--- src/rtl/denise_bitplane_packer_if.sv ---
// Output word stream of the bitplane packer: left-aligned word, last-of-window
// flag and a valid/ready handshake.
interface denise_bitplane_packer_if;
    logic [63:0] data_out;
    logic        data_last;
    logic        data_valid;
    logic        data_ready;

    modport master (
        output data_out,
        output data_last,
        output data_valid,
        input  data_ready
    );

    modport slave (
        input  data_out,
        input  data_last,
        input  data_valid,
        output data_ready
    );
endinterface

--- src/rtl/denise_bitplane_packer.sv ---
// Serial-to-parallel bitplane packer: strobed pixel bits are packed MSB-first
// into 16/32/64-bit words and queued in a 2-entry FIFO with a sticky overflow.
module denise_bitplane_packer #(
    parameter int FIFO_DEPTH = 2
) (
    input  logic        clk,
    input  logic        reset_n,
    input  logic        c1,
    input  logic        c3,
    input  logic        hires,
    input  logic        shres,
    input  logic [1:0]  fmode,
    input  logic        enable,
    input  logic [5:0]  skip,
    input  logic        pix_in,
    input  logic        clear_ovf,
    output logic        overflow,
    denise_bitplane_packer_if.master bus
);
    typedef enum logic [1:0] {IDLE, SKIP, COLLECT} state_t;

    state_t      r_state, w_state_nxt;
    logic        r_en_d;
    logic [6:0]  r_n;
    logic [5:0]  r_skip;
    logic [5:0]  r_skip_cnt;
    logic [5:0]  r_bit_cnt;
    logic [63:0] r_asm;

    logic        w_stb, w_en_rise;
    logic        w_latch, w_skip_inc, w_shift, w_clr;
    logic        w_push, w_push_last;
    logic [63:0] w_push_data, w_asm_shift;
    logic [6:0]  w_bit_cnt_inc;

    logic [64:0] r_mem [FIFO_DEPTH];
    logic        r_rd_ptr, r_wr_ptr;
    logic [1:0]  r_fifo_cnt;
    logic        w_full, w_pop, w_wr, w_drop;

    function automatic logic [6:0] word_len(input logic [1:0] fm);
        case (fm)
            2'b00:   return 7'd16;
            2'b11:   return 7'd64;
            default: return 7'd32;
        endcase
    endfunction

    // Pixel strobe is qualified by enable so a sample coinciding with the falling edge is lost
    assign w_stb         = enable & (shres | (hires ? (~c1 ^ c3) : (~c1 & ~c3)));
    assign w_en_rise     = enable & ~r_en_d;
    assign w_asm_shift   = r_asm | (64'(pix_in) << (6'd63 - r_bit_cnt));
    assign w_bit_cnt_inc = {1'b0, r_bit_cnt} + 7'd1;

    always_ff @(posedge clk or negedge reset_n) begin
        if (!reset_n) begin
            r_state <= IDLE;
        end else begin
            r_state <= w_state_nxt;
        end
    end

    always_comb begin
        w_state_nxt = r_state;
        w_latch     = 1'b0;
        w_skip_inc  = 1'b0;
        w_shift     = 1'b0;
        w_clr       = 1'b0;
        w_push      = 1'b0;
        w_push_last = 1'b0;
        w_push_data = w_asm_shift;
        unique case (r_state)
            IDLE: begin
                if (w_en_rise) begin
                    w_latch     = 1'b1;
                    w_state_nxt = (skip != 6'd0) ? SKIP : COLLECT;
                end
            end
            SKIP: begin
                if (!enable) begin
                    w_state_nxt = IDLE;
                end else if (w_stb) begin
                    if (r_skip_cnt == r_skip - 6'd1) begin
                        w_state_nxt = COLLECT;
                    end else begin
                        w_skip_inc = 1'b1;
                    end
                end
            end
            COLLECT: begin
                if (!enable) begin
                    w_push      = (r_bit_cnt != 6'd0);
                    w_push_last = 1'b1;
                    w_push_data = r_asm;
                    w_clr       = 1'b1;
                    w_state_nxt = IDLE;
                end else if (w_stb) begin
                    w_shift = 1'b1;
                    if (w_bit_cnt_inc == r_n) begin
                        w_push = 1'b1;
                        w_clr  = 1'b1;
                    end
                end
            end
            default: w_state_nxt = IDLE;
        endcase
    end

    // Window control: latched word length/skip and the two counters
    always_ff @(posedge clk or negedge reset_n) begin
        if (!reset_n) begin
            r_en_d     <= 1'b0;
            r_n        <= 7'd16;
            r_skip     <= 6'd0;
            r_skip_cnt <= 6'd0;
            r_bit_cnt  <= 6'd0;
        end else begin
            r_en_d <= enable;
            if (w_latch) begin
                r_n        <= word_len(fmode);
                r_skip     <= skip;
                r_skip_cnt <= 6'd0;
                r_bit_cnt  <= 6'd0;
            end else begin
                if (w_skip_inc) begin
                    r_skip_cnt <= r_skip_cnt + 6'd1;
                end
                if (w_clr) begin
                    r_bit_cnt <= 6'd0;
                end else if (w_shift) begin
                    r_bit_cnt <= r_bit_cnt + 6'd1;
                end
            end
        end
    end

    always_ff @(posedge clk) begin
        if (w_latch || w_clr) begin
            r_asm <= '0;
        end else if (w_shift) begin
            r_asm <= w_asm_shift;
        end
    end

    // Output FIFO: a pop frees the head slot in the same cycle, so a full FIFO still accepts a push
    assign w_full  = (r_fifo_cnt == 2'(FIFO_DEPTH));
    assign w_pop   = bus.data_valid & bus.data_ready;
    assign w_wr    = w_push & (~w_full | w_pop);
    assign w_drop  = w_push & w_full & ~w_pop;

    always_ff @(posedge clk or negedge reset_n) begin
        if (!reset_n) begin
            r_rd_ptr   <= 1'b0;
            r_wr_ptr   <= 1'b0;
            r_fifo_cnt <= 2'd0;
            overflow   <= 1'b0;
        end else begin
            if (w_wr) begin
                r_wr_ptr <= ~r_wr_ptr;
            end
            if (w_pop) begin
                r_rd_ptr <= ~r_rd_ptr;
            end
            case ({w_wr, w_pop})
                2'b10:   r_fifo_cnt <= r_fifo_cnt + 2'd1;
                2'b01:   r_fifo_cnt <= r_fifo_cnt - 2'd1;
                default: r_fifo_cnt <= r_fifo_cnt;
            endcase
            if (w_drop) begin
                overflow <= 1'b1;
            end else if (clear_ovf) begin
                overflow <= 1'b0;
            end
        end
    end

    always_ff @(posedge clk) begin
        if (w_wr) begin
            r_mem[r_wr_ptr] <= {w_push_last, w_push_data};
        end
    end

    assign bus.data_valid = (r_fifo_cnt != 2'd0);
    assign bus.data_out   = bus.data_valid ? r_mem[r_rd_ptr][63:0] : 64'd0;
    assign bus.data_last  = bus.data_valid ? r_mem[r_rd_ptr][64]   : 1'b0;
endmodule

--- src/flat_wrapper.sv ---
// flat-port wrapper written by rule: the top's interface ports become plain ports
module denise_bitplane_packer_flat 
#(
    parameter int FIFO_DEPTH = 2
)
  (clk, reset_n, c1, c3, hires, shres, fmode, enable, skip, pix_in, clear_ovf, overflow, bus_data_out, bus_data_last, bus_data_valid, bus_data_ready);
  denise_bitplane_packer_if bus_i ();
  input  logic clk;
  input  logic reset_n;
  input  logic c1;
  input  logic c3;
  input  logic hires;
  input  logic shres;
  input  logic [1:0] fmode;
  input  logic enable;
  input  logic [5:0] skip;
  input  logic pix_in;
  input  logic clear_ovf;
  output logic overflow;
  output wire logic [$bits(bus_i.data_out)-1:0] bus_data_out;
  output wire logic [$bits(bus_i.data_last)-1:0] bus_data_last;
  output wire logic [$bits(bus_i.data_valid)-1:0] bus_data_valid;
  input wire logic [$bits(bus_i.data_ready)-1:0] bus_data_ready;
  assign bus_data_out = bus_i.data_out;
  assign bus_data_last = bus_i.data_last;
  assign bus_data_valid = bus_i.data_valid;
  assign bus_i.data_ready = bus_data_ready;
  denise_bitplane_packer #(.FIFO_DEPTH(FIFO_DEPTH)) u_core (.clk(clk), .reset_n(reset_n), .c1(c1), .c3(c3), .hires(hires), .shres(shres), .fmode(fmode), .enable(enable), .skip(skip), .pix_in(pix_in), .clear_ovf(clear_ovf), .overflow(overflow), .bus(bus_i));
endmodule
--- config.mk ---
export PLATFORM = sky130hd
export DESIGN_NAME = denise_bitplane_packer_flat
export DESIGN_NICKNAME = d
export VERILOG_FILES = /design/src/rtl/denise_bitplane_packer_if.sv /design/src/rtl/denise_bitplane_packer.sv /design/src/flat_wrapper.sv
export SDC_FILE = /design/constraint.sdc
export NUM_CORES = 1
export LEC_CHECK = 0
export ABC_CLOCK_PERIOD_IN_PS = 6500
export BUFFER_PORTS_ARGS = -buffer_cell sky130_fd_sc_hd__buf_2
export CAP_MARGIN = 15
export CORE_ASPECT_RATIO = 0.9
export CORE_UTILIZATION = 59
export CTS_CLUSTER_DIAMETER = 30
export CTS_CLUSTER_SIZE = 20
export DETAILED_ROUTE_END_ITERATION = 6
export PLACE_DENSITY_LB_ADDON = 0.3
export SYNTH_ARGS = -nofsm -noshare
export SYNTH_HDL_FRONTEND = slang
export SYNTH_SLANG_ARGS = --single-unit
--- constraint.sdc ---
create_clock -name clk -period 6.5 [get_ports clk]
set_clock_uncertainty 0.05 [all_clocks]
set_input_delay 0.325 -clock clk [delete_from_list [all_inputs] [get_ports clk]]
set_output_delay 0.325 -clock clk [all_outputs]
set_load 0.01 [all_outputs]
# [Word-level counts from Yosys, hierarchy flattened]
# Memory sizes are Yosys's and may differ from the RTL's.
# Cells that the tools add are included.
[classes] addsub=7 n_eq_ne=12 shift=1 muxes=40 n_bitwise=18 reduce_logical=11
[op_table] operator="64-bit 2-to-1 mux" n=3
[op_table] operator="64-bit OR" n=1
[op_table] operator="1-bit by 6-bit << shifter with 64-bit output" n=1
[op_table] operator="6-bit 2-to-1 mux" n=5
[op_table] operator="1-bit 2-to-1 mux" n=23
[op_table] operator="7-bit case mux with 2 select lines" n=1
[op_table] operator="6-bit by 1-bit adder with 6-bit output (second input constant)" n=2
[op_table] operator="2-bit 2-to-1 mux" n=6
[op_table] operator="6-bit nonzero test" n=2
[op_table] operator="2-bit == test (second input constant)" n=4
[op_table] operator="2-bit nonzero test" n=4
[op_table] operator="6-bit by 1-bit adder with 7-bit output (second input constant)" n=1
[op_table] operator="1-bit AND" n=7
[op_table] operator="7-bit == test" n=1
[op_table] operator="1-bit inverter" n=7
[op_table] operator="6-bit == test" n=1
[op_table] operator="3-bit by 2-bit != test with 1-bit output (second input constant)" n=2
[op_table] operator="2-bit case mux with 3 select lines" n=1
[op_table] operator="6-bit by 1-bit subtractor with 6-bit output (second input constant)" n=1
[op_table] operator="6-bit subtractor (first input constant)" n=1
[op_table] operator="2-bit by 1-bit == test with 1-bit output (second input constant)" n=2
[op_table] operator="2-bit logical NOT" n=2
[op_table] operator="2-bit case mux with 2 select lines" n=1
[op_table] operator="4-bit AND reduction" n=1
[op_table] operator="other kinds (8)" n=9
[word_totals] regBits=97 mem_bits_rw=130 inputBits=18 out_inout_bits=67 word_cells=101 n_memories=1
[memory_table] memory="u_core.r_mem" depth=2 width=65 read_ports=1 rd_clocked_by_memory_dff=0 write_ports=1 line="denise_bitplane_packer.sv:36" rtl="logic [64:0] r_mem [FIFO_DEPTH];"

# [Depth between registers and ports, before layout]
# Gate-level depths: netlist of the first run.
[depth] depth_word=11 depth_mapped=11 mapped_depth_nobuf=11

# [Worst setup path after synthesis of the first run]
# OpenSTA, ideal clock, no wires.
[synth_timing] path_kind="input to register" start="in c1" end="mem u_core.r_mem[0][0] (enable)" setup_ns=0.489 arrival_ns=4.473 required_ns=5.961 path_slack_ns=1.488 path_stages=8 path_buffers=0 path_cell_list="inv_1 -> ha_1 -> nand2b_1 -> a31oi_2 -> nand3_1 -> nor4b_2 -> o21ai_0 -> nor2_1"
[synth_via] elab_chain_len=11 elab_cells_between_ends=12 cone_classes="mux: 6; bitwise: 6"
[synth_rtl] item="start, declared" line="flat_wrapper.sv:10" rtl="input logic c1;"
[synth_rtl] item="1-bit inverter (*)" line="denise_bitplane_packer.sv:50" rtl="assign w_stb = enable & (shres | (hires ? (~c1 ^ c3) : (~c1 & ~c3)));"
[synth_rtl] item="1-bit AND or 1-bit XOR (tied branches)" line="denise_bitplane_packer.sv:50"
[synth_rtl] item="1-bit 2-to-1 mux (*)" line="denise_bitplane_packer.sv:50"
[synth_rtl] item="1-bit OR (*)" line="denise_bitplane_packer.sv:50"
[synth_rtl] item="1-bit AND (*)" line="denise_bitplane_packer.sv:50"
[synth_rtl] item="1-bit 2-to-1 mux (*)" line="denise_bitplane_packer.sv:97" rtl="end else if (w_stb) begin"
[synth_rtl] item="1-bit 2-to-1 mux (*)" line="denise_bitplane_packer.sv:91" rtl="if (!enable) begin"
[synth_rtl] item="1-bit 2-to-1 mux (*)" line="denise_bitplane_packer.sv:72" rtl="unique case (r_state)"
[synth_rtl] item="1-bit AND (*)" line="denise_bitplane_packer.sv:148" rtl="assign w_wr = w_push & (~w_full | w_pop);"
[synth_rtl] item="1-bit 2-to-1 mux (*)" line="denise_bitplane_packer.sv:178" rtl="if (w_wr) begin"
[synth_rtl] item="1-bit 2-to-1 mux (not written as such) (*)" line="denise_bitplane_packer.sv:179" rtl="r_mem[r_wr_ptr] <= {w_push_last, w_push_data};"
[synth_rtl] item="end, declared" line="denise_bitplane_packer.sv:36"
# Every way passes the cells marked *; elsewhere a longest branch is shown, timed or not.

# [Worst setup path in the final report of the first run]
[layout_timing] start="in enable" end="mem u_core.r_mem[1][18] (enable)"
[layout_via] elab_chain_len=7
[layout_rtl] item="start, declared" line="flat_wrapper.sv:15" rtl="input logic enable;"
[layout_rtl] item="1-bit AND" line="denise_bitplane_packer.sv:50"
[layout_rtl] item="1-bit 2-to-1 mux" line="denise_bitplane_packer.sv:97"
[layout_rtl] item="1-bit 2-to-1 mux (*)" line="denise_bitplane_packer.sv:91"
[layout_rtl] item="1-bit 2-to-1 mux (*)" line="denise_bitplane_packer.sv:72"
[layout_rtl] item="1-bit AND (*)" line="denise_bitplane_packer.sv:148"
[layout_rtl] item="1-bit 2-to-1 mux (*)" line="denise_bitplane_packer.sv:178"
[layout_rtl] item="1-bit 2-to-1 mux (not written as such) (*)" line="denise_bitplane_packer.sv:179"
# Marks and branches as above.

==> reports/metrics.yaml, run 1 <==
placed_design:
  portBuffers: 84
  dp_hpwl_um: 12500
  dp_cells: 1054
  gp_congestion: 0.849
clock_network:
  cts_max_path_buffers: 3
  clock_sinks: 223
  root_buffer: "clkbuf_16"
  clock_latency_ps: 520
  clkSlewWorstSetupHoldPaths_ps: 50
  cts_max_level: 2
  cts_setup_buffers: 0
  cts_tree: "done"
  cts_buffers: 38
timing:
  hold_violations: 0
  finalCritPeriodShare: 0.521
  rsz0062_at_grt: "no"
  tightest_slew_ps: 1020
  slew_violations: 0
  tns_ps: 0
  setup_viol_count_final: 0
  fmax_mhz: 295
  layout_min_cycle_time_ps: 3390
  slew_headroom: 0.312
yosys:
  avgSynthCellArea_um2: 11.7
  synthSimpleGateAreaFrac: 0.130
  synthesis.nets: 822
  synthesis.instances: 795
  ys_seq_elements: 223
  synth_edf_count: 130
  synth_top_family_by_area: "simple AND/OR/NAND/NOR gates"
  async_reset_ff_frac: 0.130
  synth_cell_type_count: 48
  synth_ff_type: "edfxtp_1"
  synth-xor-area-share: 0.0207
  syn_area_mm2: 0.00929
  yosys.area_share.adder: 0.0121
  synthMuxAreaShare: 0.0743
  yosysSeqAreaShare: 0.636
  synth_compound_area_frac: 0.100
  ys_warn_count: 0
pwr:
  sw_frac_of_total: 0.248
  clockPowerShare: 0.495
  total_power_mw: 4.24
  power.density_mw_per_mm2: 375
  combPwrFrac: 0.130
  p_int_mw: 3.19
  p_leak_nw: 5.44
  irDropWorstVdd_v: 0.000246
  p_switching_mw: 1.05
  power_frac_seq: 0.375
critical_path:
  rrSetupSlack_ps: 3120
  timing.rr.end: "u_core.r_mem[1][18]"
  crit_chain: "dlygate4sd3_1 -> buf_2 -> nand3b_1 -> a31oi_2 -> nand3_1 -> nor4b_2 -> o21ai_0 -> nor2_4 -> buf_4"
  rr_startpoint: "u_core.r_bit_cnt[0]"
  cp-startpoint: "enable"
  crit_type: "primary input to register"
  end_kind: "register"
  max_stage_delay_ps: 660
  endpoint: "u_core.r_mem[1][18]"
  path_max_fanout: 65
  worstPathArrival_ps: 3460
  worstSetupStartpointType: "primary input"
  critPathRequiredTime_ps: 6570
  crit_slowest_cell: "buf_4"
  worstRegToRegCells: 8
drt:
  drt_iter0_drc: 721
  wl_um: 20900
  highest_layer: "met4"
  dr_wl_met2_um: 10000
  drt-met1-wl_um: 8870
  antenna_left: 0
  drc: 0
  routedWlPerCell_um: 18.4
  wl_met3_um: 1490
  firstDrtPassIters: 5
  num_vias: 6502
  viasPerCell: 5.74
flow_run:
  maxCapViolations: 0
final_layout:
  areaGrowthSynthToFinish_pct: 21.9
  final_common_cell: "nor2_1"
  nNetsFinal: 929
  n_antenna_cell: 0
  fin_cells: 1133
  nFillCells: 1037
  drive_gt1_frac: 0.180
  multi_input_area_mm2: 0.00316
  regArea_mm2: 0.00592
  utilization: 0.736
  final_cell_mix: "176 x nor2_1, 130 x edfxtp_1, 84 x buf_2, 69 x mux2i_1, 66 x a21oi_1"
worst_hold_path:
  hp-class: "primary input to register"
global_route:
  grt_pass1_vias: 6384
  antenna_found_initial: 0
  grt_pass1_wl_um: 32700
  overflow: 0
  grt_util_all_layers: 0.265
  grt_max_degree: 71
floorplan:
  core_area_mm2: 0.0154
  core.rowCount: 43
  die_y_um: 121
  io-pin-count: 85
  fp.dieW_um: 134
  dieArea_mm2: 0.0163
  start_util: 0.604
outcome:
  outcome: "complete, no violations"
==> layout make-up <==
type                       count  share of cell area
sequential                   223               0.523
clock inverter                22              0.0271
timing repair buffer         100              0.0508
tap                          202              0.0223
inverter                      15             0.00497
multi-input combinational    524               0.279
clock buffer                  47              0.0935
==> cells by family after synthesis <==
| kind of cell | Yosys count |
|---|---|
| AND/OR/NAND/NOR | 278 |
| adder cells (fa/ha/maj) | 9 |
| AO/OA/AOI/OAI | 146 |
| multiplexers | 69 |
| XOR/XNOR | 22 |
| flip-flops | 223 |
| buffers and inverters | 48 |
==> worst min-delay path by stage <==
| stage | from | to | slack, ps | cells past startpoint |
|---|---|---|---|---|
| 6_report | bus_data_ready | u_core.overflow | 130 | 4 |
| 3_5_place_dp | reset_n | u_core.r_skip[5] | 340 | 1 |
| 3_3_place_gp | reset_n | u_core.r_skip[4] | 330 | 1 |
| 5_1_grt | bus_data_ready | u_core.overflow | 150 | 4 |
| 2_1_floorplan | reset_n | u_core.overflow | -20 | 0 |
| 4_1_cts | bus_data_ready | u_core.overflow | 110 | 4 |
==> sequential cells by signal, indices dropped and copies added, names as in the netlist, 2 cells and up <==
| name | flops |
|---|---|
| u_core.r_mem | 130 |
| u_core.r_asm | 64 |
| u_core.r_bit_cnt | 6 |
| u_core.r_skip | 6 |
| u_core.r_skip_cnt | 6 |
| u_core.r_n | 3 |
| u_core.r_fifo_cnt | 2 |
| u_core.r_state | 2 |
==> synth_stat cells, types with 2 or more instances <==
cell type / instances / share of area
nor2_1: 179 / 0.072
edfxtp_1: 130 / 0.42
mux2i_1: 69 / 0.074
a21oi_1: 66 / 0.036
dfxtp_1: 64 / 0.14
a21o_1: 60 / 0.048
nand2_1: 42 / 0.017
dfrtp_1: 28 / 0.075
inv_1: 15 / 0.0061
clkbuf_1: 14 / 0.0057
xor2_1: 13 / 0.012
nor3_1: 11 / 0.0059
nand2b_1: 10 / 0.0067
ha_1: 9 / 0.012
xnor2_1: 9 / 0.0085
buf_2: 8 / 0.0043
buf_6: 7 / 0.0085
nand3_1: 7 / 0.0038
or3_1: 7 / 0.0047
o21ai_0: 5 / 0.0027
o21bai_1: 5 / 0.0040
buf_1: 3 / 0.0012
nand4_1: 3 / 0.0020
nor2b_1: 3 / 0.0020
and3_1: 2 / 0.0013
nand3b_1: 2 / 0.0016
o22ai_1: 2 / 0.0013
or2_2: 2 / 0.0013
==> power by group through the flow <==
| stage | registers (mW) | clock network [mW] | logic, mW |
|---|---|---|---|
| after global routing | 1.60 | 2.18 | 0.605 |
| final | 1.59 | 2.10 | 0.551 |
| after CTS | 1.59 | 2.12 | 0.559 |
| after detailed placement | 1.62 | 0 | 0.549 |
| after global placement | 1.61 | 0 | 0.533 |
| after floorplan | 1.57 | 0 | 0.441 |
==> metal layers <==
| layer | GRT usage | vias up |
|---|---|---|
| met3 | 0.0434 | 42 |
| met4 | 0.122 | 0 |
| li1 | - | 3010 |
| met5 | 0 | - |
| met2 | 0.441 | 277 |
| met1 | 0.342 | 3173 |
==> critical path, delay by kind of cell <==
family	cells	cell delay, ps
AOI/OAI and AO/OA	2	730
and+or+nand+nor	4	940
buffers and inverters	3	1380
==> stage by stage <==
step	hold slack [ps]	worst slack, ps	cell area, µm²
6_report	128	3110	11300
5_1_grt	151	2930	11300
4_1_cts	111	3170	11300
3_5_place_dp	339	3010	9850
3_3_place_gp	330	3140	9850
2_1_floorplan	-20.6	1490	9290
==> timing repair <==
item / in CTS / in global routing
gates resized for setup: 0 / 0
hold buffers: 9 / 0
endpoints found under the hold margin: 36 / 0
Note: power is estimated with default switching activity, not from simulation.
==> inputs of run 2 (changes only) <==
ABC_CLOCK_PERIOD_IN_PS = 3500   (was 6500)
clock period = 3.5 ns   (was 6.5 ns; I/O delays follow)
==> run 2 against run 1 <==
Global-route usage up 0.43 points. Final area is 0.84% higher. Final cell count increased by 0.97%. Critical path type is now register to register.
==> reports/metrics.yaml, run 2 (same netlist as run 1, synthesis figures left out) <==
outcome:
  outcome: "complete, no violations"
placed_design:
  dp_cells: 1058  # +0.38%
  dp_hpwl_um: 12900  # +3.1%
  portBuffers: 84  # unchanged
  gp_congestion: 0.816  # -3.9%
drt:
  wl_um: 21200  # +1.7%
  drt_iter0_drc: 533  # -26%
  routedWlPerCell_um: 18.6  # +0.75%
  antenna_left: 0  # unchanged
  drc: 0  # unchanged
  num_vias: 6563  # +0.94%
  firstDrtPassIters: 7  # +2
  viasPerCell: 5.74  # about the same
global_route:
  grt_max_degree: 71  # unchanged
  grt_util_all_layers: 0.269  # +0.00426
  grt_pass1_wl_um: 33500  # +2.5%
  overflow: 0  # unchanged
  antenna_found_initial: 0  # unchanged
  grt_pass1_vias: 6448  # +1.0%
critical_path:
  rr_startpoint: "u_core.r_bit_cnt[1]"
  rrSetupSlack_ps: 370  # -2750 ps
  end_kind: "register"
  worstSetupStartpointType: "register"
  worstRegToRegCells: 8  # unchanged
  critPathRequiredTime_ps: 3590  # -2980 ps
  worstPathArrival_ps: 3230  # -230 ps
  timing.rr.end: "u_core.r_mem[1][9]"
  crit_type: "register to register"
  path_max_fanout: 29  # -55%
clock_network:
  cts_tree: "done"
  cts_buffers: 39  # +2.6%
  clkSlewWorstSetupHoldPaths_ps: 50  # about the same
  cts_resized: 0  # unchanged
  cts_max_path_buffers: 3  # unchanged
  root_buffer: "clkbuf_16"
  clock_sinks: 223  # unchanged
  cts_max_level: 2  # unchanged
  clock_latency_ps: 510  # about the same
floorplan:
  fp.dieW_um: 134  # unchanged
  core_area_mm2: 0.0154  # unchanged
  io-pin-count: 85  # unchanged
  die_y_um: 121  # unchanged
  core.rowCount: 43  # unchanged
  start_util: 0.604  # unchanged
  dieArea_mm2: 0.0163  # unchanged
timing:
  whs_ps: 55.4  # -72.7 ps
  setup_viol_count_final: 0  # unchanged
  finalCritPeriodShare: 0.895
  slew_headroom: 0.330  # +0.0186
  slew_violations: 0  # unchanged
  hold_violations: 0  # unchanged
  rsz0062_at_grt: "no"
  tightest_slew_ps: 1000  # -23.8 ps
  layout_min_cycle_time_ps: 3130
  fmax_mhz: 319
pwr:
  power_frac_seq: 0.371  # -0.004
  combPwrFrac: 0.140  # +0.010
  p_int_mw: 5.84  # +83%
  p_switching_mw: 1.99  # +89%
  clockPowerShare: 0.489  # -0.006
  sw_frac_of_total: 0.254  # +0.00586
  p_leak_nw: 5.50  # +1.2%
  irDropWorstVdd_v: 0.000438  # +78%
  power.density_mw_per_mm2: 686  # +83%
final_layout:
  nNetsFinal: 938  # +0.97%
  n_antenna_cell: 0  # unchanged
  largest_reg_flops: 130  # unchanged
  final_common_cell: "nor2_1"
  top_register: "u_core.r_mem"
  areaGrowthSynthToFinish_pct: 22.9
  final_cell_mix: "176 x nor2_1, 130 x edfxtp_1, 84 x buf_2, 69 x mux2i_1, 66 x a21oi_1"
  nFillCells: 1021  # -1.5%
  fin_cells: 1144  # +0.97%
  regArea_mm2: 0.00592  # unchanged
  multi_input_area_mm2: 0.00316  # unchanged
  top_regs: "u_core.r_mem x130, u_core.r_asm x64"
  drive_gt1_frac: 0.187  # +0.00639
worst_hold_path:
  hold_end: "u_core.r_n[4]"
  holdCritStartpoint: "fmode[0]"
  hp-class: "primary input to register"
  whs_path_depth: 5  # +1
flow_run:
  maxCapViolations: 0  # unchanged
-- run 2: timing repair --
action / in CTS / in global routing
endpoints found under the hold margin: 40 / 0
setup endpoints to repair: 0 / 0
hold buffers: 13 / 0
buffers inserted: 0 / 0
-- run 2: final cells by class --
class | count | area share
multi-input cells | 524 | 0.276
clock buffers | 47 | 0.0945
well taps | 202 | 0.0221
clock inverters | 25 | 0.0240
inverters | 15 | 0.00493
flip-flops and latches | 223 | 0.518
repair buffers | 108 | 0.0598
-- run 2: power groups by stage --
stage          Clock (mW)  Combinational, mW  Sequential, mW
2_1_floorplan           0              0.820            2.92
3_3_place_gp            0               1.07            2.95
3_5_place_dp            0               1.09            2.95
4_1_cts              3.85               1.11            2.90
5_1_grt              3.98               1.20            2.91
6_report             3.82               1.10            2.91
-- run 2: worst max-delay path, cell delays in order (launching register included) --
cell and delay (ps):
dfrtp_1 620, ha_1 330, nand3_1 110, nor2_1 150
xor2_1 100, nor4b_2 310, o21ai_0 410, nor2_4 250
buf_4 420
-- run 2: per-stage QoR --
stage / TNS [ps] / area [µm²] / util / power [mW] / worst slack (ps)
detailed placement: 0 / 9910 / 0.644 / 4.04 / 485
floorplan: -40200 / 9300 / - / 3.74 / -309
finish: 0 / 11400 / 0.742 / 7.83 / 367
global placement: 0 / 9910 / 0.644 / 4.02 / 580
global route: 0 / 11400 / 0.742 / 8.09 / 176
CTS: 0 / 11400 / 0.741 / 7.87 / 419
-- run 2: worst max-delay path by stage --
| stage | startpoint | to | cells after the start |
|---|---|---|---|
| 3_3_place_gp | c1 | u_core.r_mem[1][14] | 10 |
| 4_1_cts | u_core.r_bit_cnt[1] | u_core.r_mem[1][9] | 8 |
| 5_1_grt | u_core.r_bit_cnt[1] | u_core.r_mem[1][13] | 8 |
| 6_report | u_core.r_bit_cnt[1] | u_core.r_mem[1][9] | 8 |
| 2_1_floorplan | c1 | u_core.r_mem[0][0] | 8 |
| 3_5_place_dp | u_core.r_bit_cnt[1] | u_core.r_mem[1][22] | 8 |
-- run 2: routing by layer --
metal  vias up  track usage  wire length [µm]
li1       3046            -                 -
met1      3195        0.355              9010
met2       275        0.435             10200
met3        47       0.0581              1510
met4         0        0.110               476
met5         -            0                 0
==> inputs of run 3 (changes only) <==
ABC_AREA = 1   (was default)
==> run 3 against run 2 <==
Count of clock-buffer cells in the layout is 1 lower. Die area is 3.8% higher. Largest cell class unchanged. Register-to-register slack better by 430 ps. Final cell count increased by 15%. Fmax is 16% higher. Synthesized cell count increased by 25%. Global-route usage fell by 1.2 points.
==> reports/metrics.yaml, run 3 <==
critical_path:
  crit_chain: "ha_1 -> nand2_1 -> nor2_2 -> inv_1 -> nand3b_1 -> nand3_1 -> nor2_1 -> nand2_2 -> nand2_1 -> nand4_1 -> inv_2 -> buf_12"
  worstSetupStartpointType: "register"
  max_stage_delay_ps: 490  # -130 ps
  crit_slowest_cell: "dfrtp_1"
  crit_top_cell: "nand2_1"
  critPathRequiredTime_ps: 3610  # +20 ps
  worstPathArrival_ps: 2810  # -420 ps
  crit_type: "register to register"
  end_kind: "register"
  path_max_fanout: 55  # +90%
floorplan:
  die_y_um: 123  # +1.9%
  core_area_mm2: 0.0157  # +2.1%
  start_util: 0.614  # +0.0105
  fp.dieW_um: 137  # +1.9%
  dieArea_mm2: 0.0169  # +3.8%
  core.rowCount: 43  # unchanged
  io-pin-count: 85  # unchanged
drt:
  wl_um: 20800  # -2.0%
  viasPerCell: 5.54  # -3.5%
  num_vias: 7271  # +11%
  firstDrtPassIters: 5  # -2
  drc: 0  # unchanged
  drt_iter0_drc: 641  # +20%
  routedWlPerCell_um: 15.8  # -15%
  antenna_left: 0  # unchanged
timing:
  slew_violations: 0  # unchanged
  slew_headroom: 0.386  # +0.0557
  finalCritPeriodShare: 0.771  # -0.124
  layout_min_cycle_time_ps: 2700  # -434 ps
  setup_viol_count_final: 0  # unchanged
  tightest_slew_ps: 919  # -81.1 ps
  tns_ps: 0  # unchanged
  fmax_mhz: 371  # +16%
  rsz0062_at_grt: "no"
  hold_violations: 0  # unchanged
clock_network:
  clkSlewWorstSetupHoldPaths_ps: 50  # about the same
  root_buffer: "clkbuf_16"
  clock_sinks: 223  # unchanged
  clock_latency_ps: 500  # about the same
  cts_buffers: 38  # -2.6%
  cts_max_level: 2  # unchanged
  cts_tree: "done"
  cts_max_path_buffers: 3  # unchanged
final_layout:
  n_antenna_cell: 0  # unchanged
  final_common_cell: "nand2_1"
  fin_cells: 1313  # +15%
  top_regs: "u_core.r_mem x130, u_core.r_asm x64"
  nFillCells: 1093  # +7.1%
  areaGrowthSynthToFinish_pct: 19.9
  nNetsFinal: 1109  # +18%
  drive_gt1_frac: 0.166  # -0.0212
  final_cell_mix: "205 x nand2_1, 130 x a21oi_1, 130 x edfxtp_1, 112 x nor2_1, 84 x buf_2"
  largest_reg_flops: 130  # unchanged
  top_register: "u_core.r_mem"
yosys:
  synth.most_common_cell: "nand2_1"
  synthTopCellsByArea: "edfxtp_1 40%, dfxtp_1 13%, nand2_1 8.0%"
  yosys.area.top_type: "edfxtp_1"
  ys_seq_elements: 223  # unchanged
  ys_warn_count: 0  # unchanged
  synthesis.nets: 1021  # +24%
  synth.top_cell.area_share: 0.405  # -0.0157
  synth_edf_count: 130  # unchanged
  avgSynthCellArea_um2: 9.71  # -17%
  async_reset_ff_frac: 0.130  # unchanged
  synth_ff_type: "edfxtp_1"
  yosysSeqAreaShare: 0.613  # -0.0238
  synthTopCellsByCount: "205 x nand2_1, 130 x a21oi_1, 130 x edfxtp_1"
  synthesis.instances: 994  # +25%
  synth_cell_type_count: 36  # -25%
  syn_area_mm2: 0.00965  # +3.9%
pwr:
  p_leak_nw: 5.25  # -4.6%
  irDropWorstVdd_v: 0.000620  # +41%
  power.density_mw_per_mm2: 770  # +12%
placed_design:
  portBuffers: 84  # unchanged
  dp_cells: 1233  # +17%
  dp_hpwl_um: 12000  # -6.8%
  gp_congestion: 0.880  # +7.8%
outcome:
  outcome: "complete, no violations"
worst_hold_path:
  hp-class: "primary input to register"
global_route:
  grt_util_all_layers: 0.257  # -0.0122
  grt_pass1_vias: 6727  # +4.3%
  grt_max_degree: 69  # -2.8%
  antenna_found_initial: 0  # unchanged
  grt_pass1_wl_um: 33300  # -0.62%
  overflow: 0  # unchanged
flow_run:
  maxCapViolations: 0  # unchanged
-- run 3: changes by cell type after synthesis, moves of 41 or more --
cell and delta:
a21oi_1 +64, nor2_1 -65, mux2i_1 -69, inv_1 +41, nand2_1 +163, nor3_1 +48
-- run 3: cell families (layout without fill, tap and decap cells) --
| logic type | Yosys count | in the layout | share of synthesized area |
|---|---|---|---|
| simple gates | 421 | 421 | 0.183 |
| flops | 223 | 223 | 0.613 |
| compound gates | 208 | 208 | 0.126 |
| fa+ha+maj | 9 | 9 | 0.0117 |
| buf+inv | 118 | 235 | 0.0538 |
| xor+xnor | 15 | 15 | 0.0136 |
-- run 3: per-stage QoR --
stage	utilization	total power [mW]	cell area, µm²	hold slack, ps	worst slack, ps
3_5_place_dp	0.648	5.32	10200	193	758
4_1_cts	0.736	8.97	11600	1.29	809
6_report	0.736	8.91	11600	10.2	802
2_1_floorplan	-	4.65	9660	-171	327
3_3_place_gp	0.648	5.29	10200	189	792
5_1_grt	0.736	9.36	11600	35.3	598
-- run 3: path summary, 6_finish.rpt --
path / startpoint / end / slack, ps / depth (start not counted)
max in group asynchronous: reset_n / u_core.r_rd_ptr / 2740 / 2
hold / removal: bus_data_ready / u_core.r_rd_ptr / 10 / 4
setup / recovery: u_core.r_bit_cnt[1] / u_core.r_mem[0][10] / 800 / 12
min in group asynchronous: reset_n / u_core.r_skip[0] / 200 / 2
hold reg to reg: u_core.r_asm[26] / u_core.r_asm[26] / 430 / 2
setup reg to reg: u_core.r_bit_cnt[1] / u_core.r_mem[0][10] / 800 / 12
-- run 3: routing by layer --
layer / GRT usage / routed length, µm / share of wire
met3: 0.0418 / 1130 / 0.054
met4: 0.0859 / 364 / 0.017
met5: 0 / 0 / 0
met2: 0.431 / 10200 / 0.49
met1: 0.342 / 9080 / 0.44
-- run 3: where the power goes --
part / internal (mW) / switching, mW / total (mW)
clock: 2.32 / 1.31 / 3.62
combinational: 0.708 / 1.46 / 2.17
sequential: 2.95 / 0.164 / 3.12
total: 5.98 / 2.93 / 8.91
-- run 3: worst max-delay path: cells and delay by family (launching register included) --
family / cells / cell delay [ps]
and+or+nand+nor: 8 / 870
DFF: 1 / 490
buffers and inverters: 3 / 660
adders and majority gates: 1 / 240
-- run 3: cell type report --
type                    count  area (µm²)  share of cell area
inverters                  58         218              0.0188
multi-input cells         653        3230               0.280
clock inverters            23         241              0.0209
well taps                 202         253              0.0218
repair buffers            108         666              0.0575
clock buffers              46        1040              0.0901
flip-flops and latches    223        5910               0.511
-- run 3: timing repair --
item                                   in CTS  in global routing
buffers inserted                            0                  0
hold buffers                               11                  0
endpoints found under the hold margin      38                  0
resized for setup                           0                  0
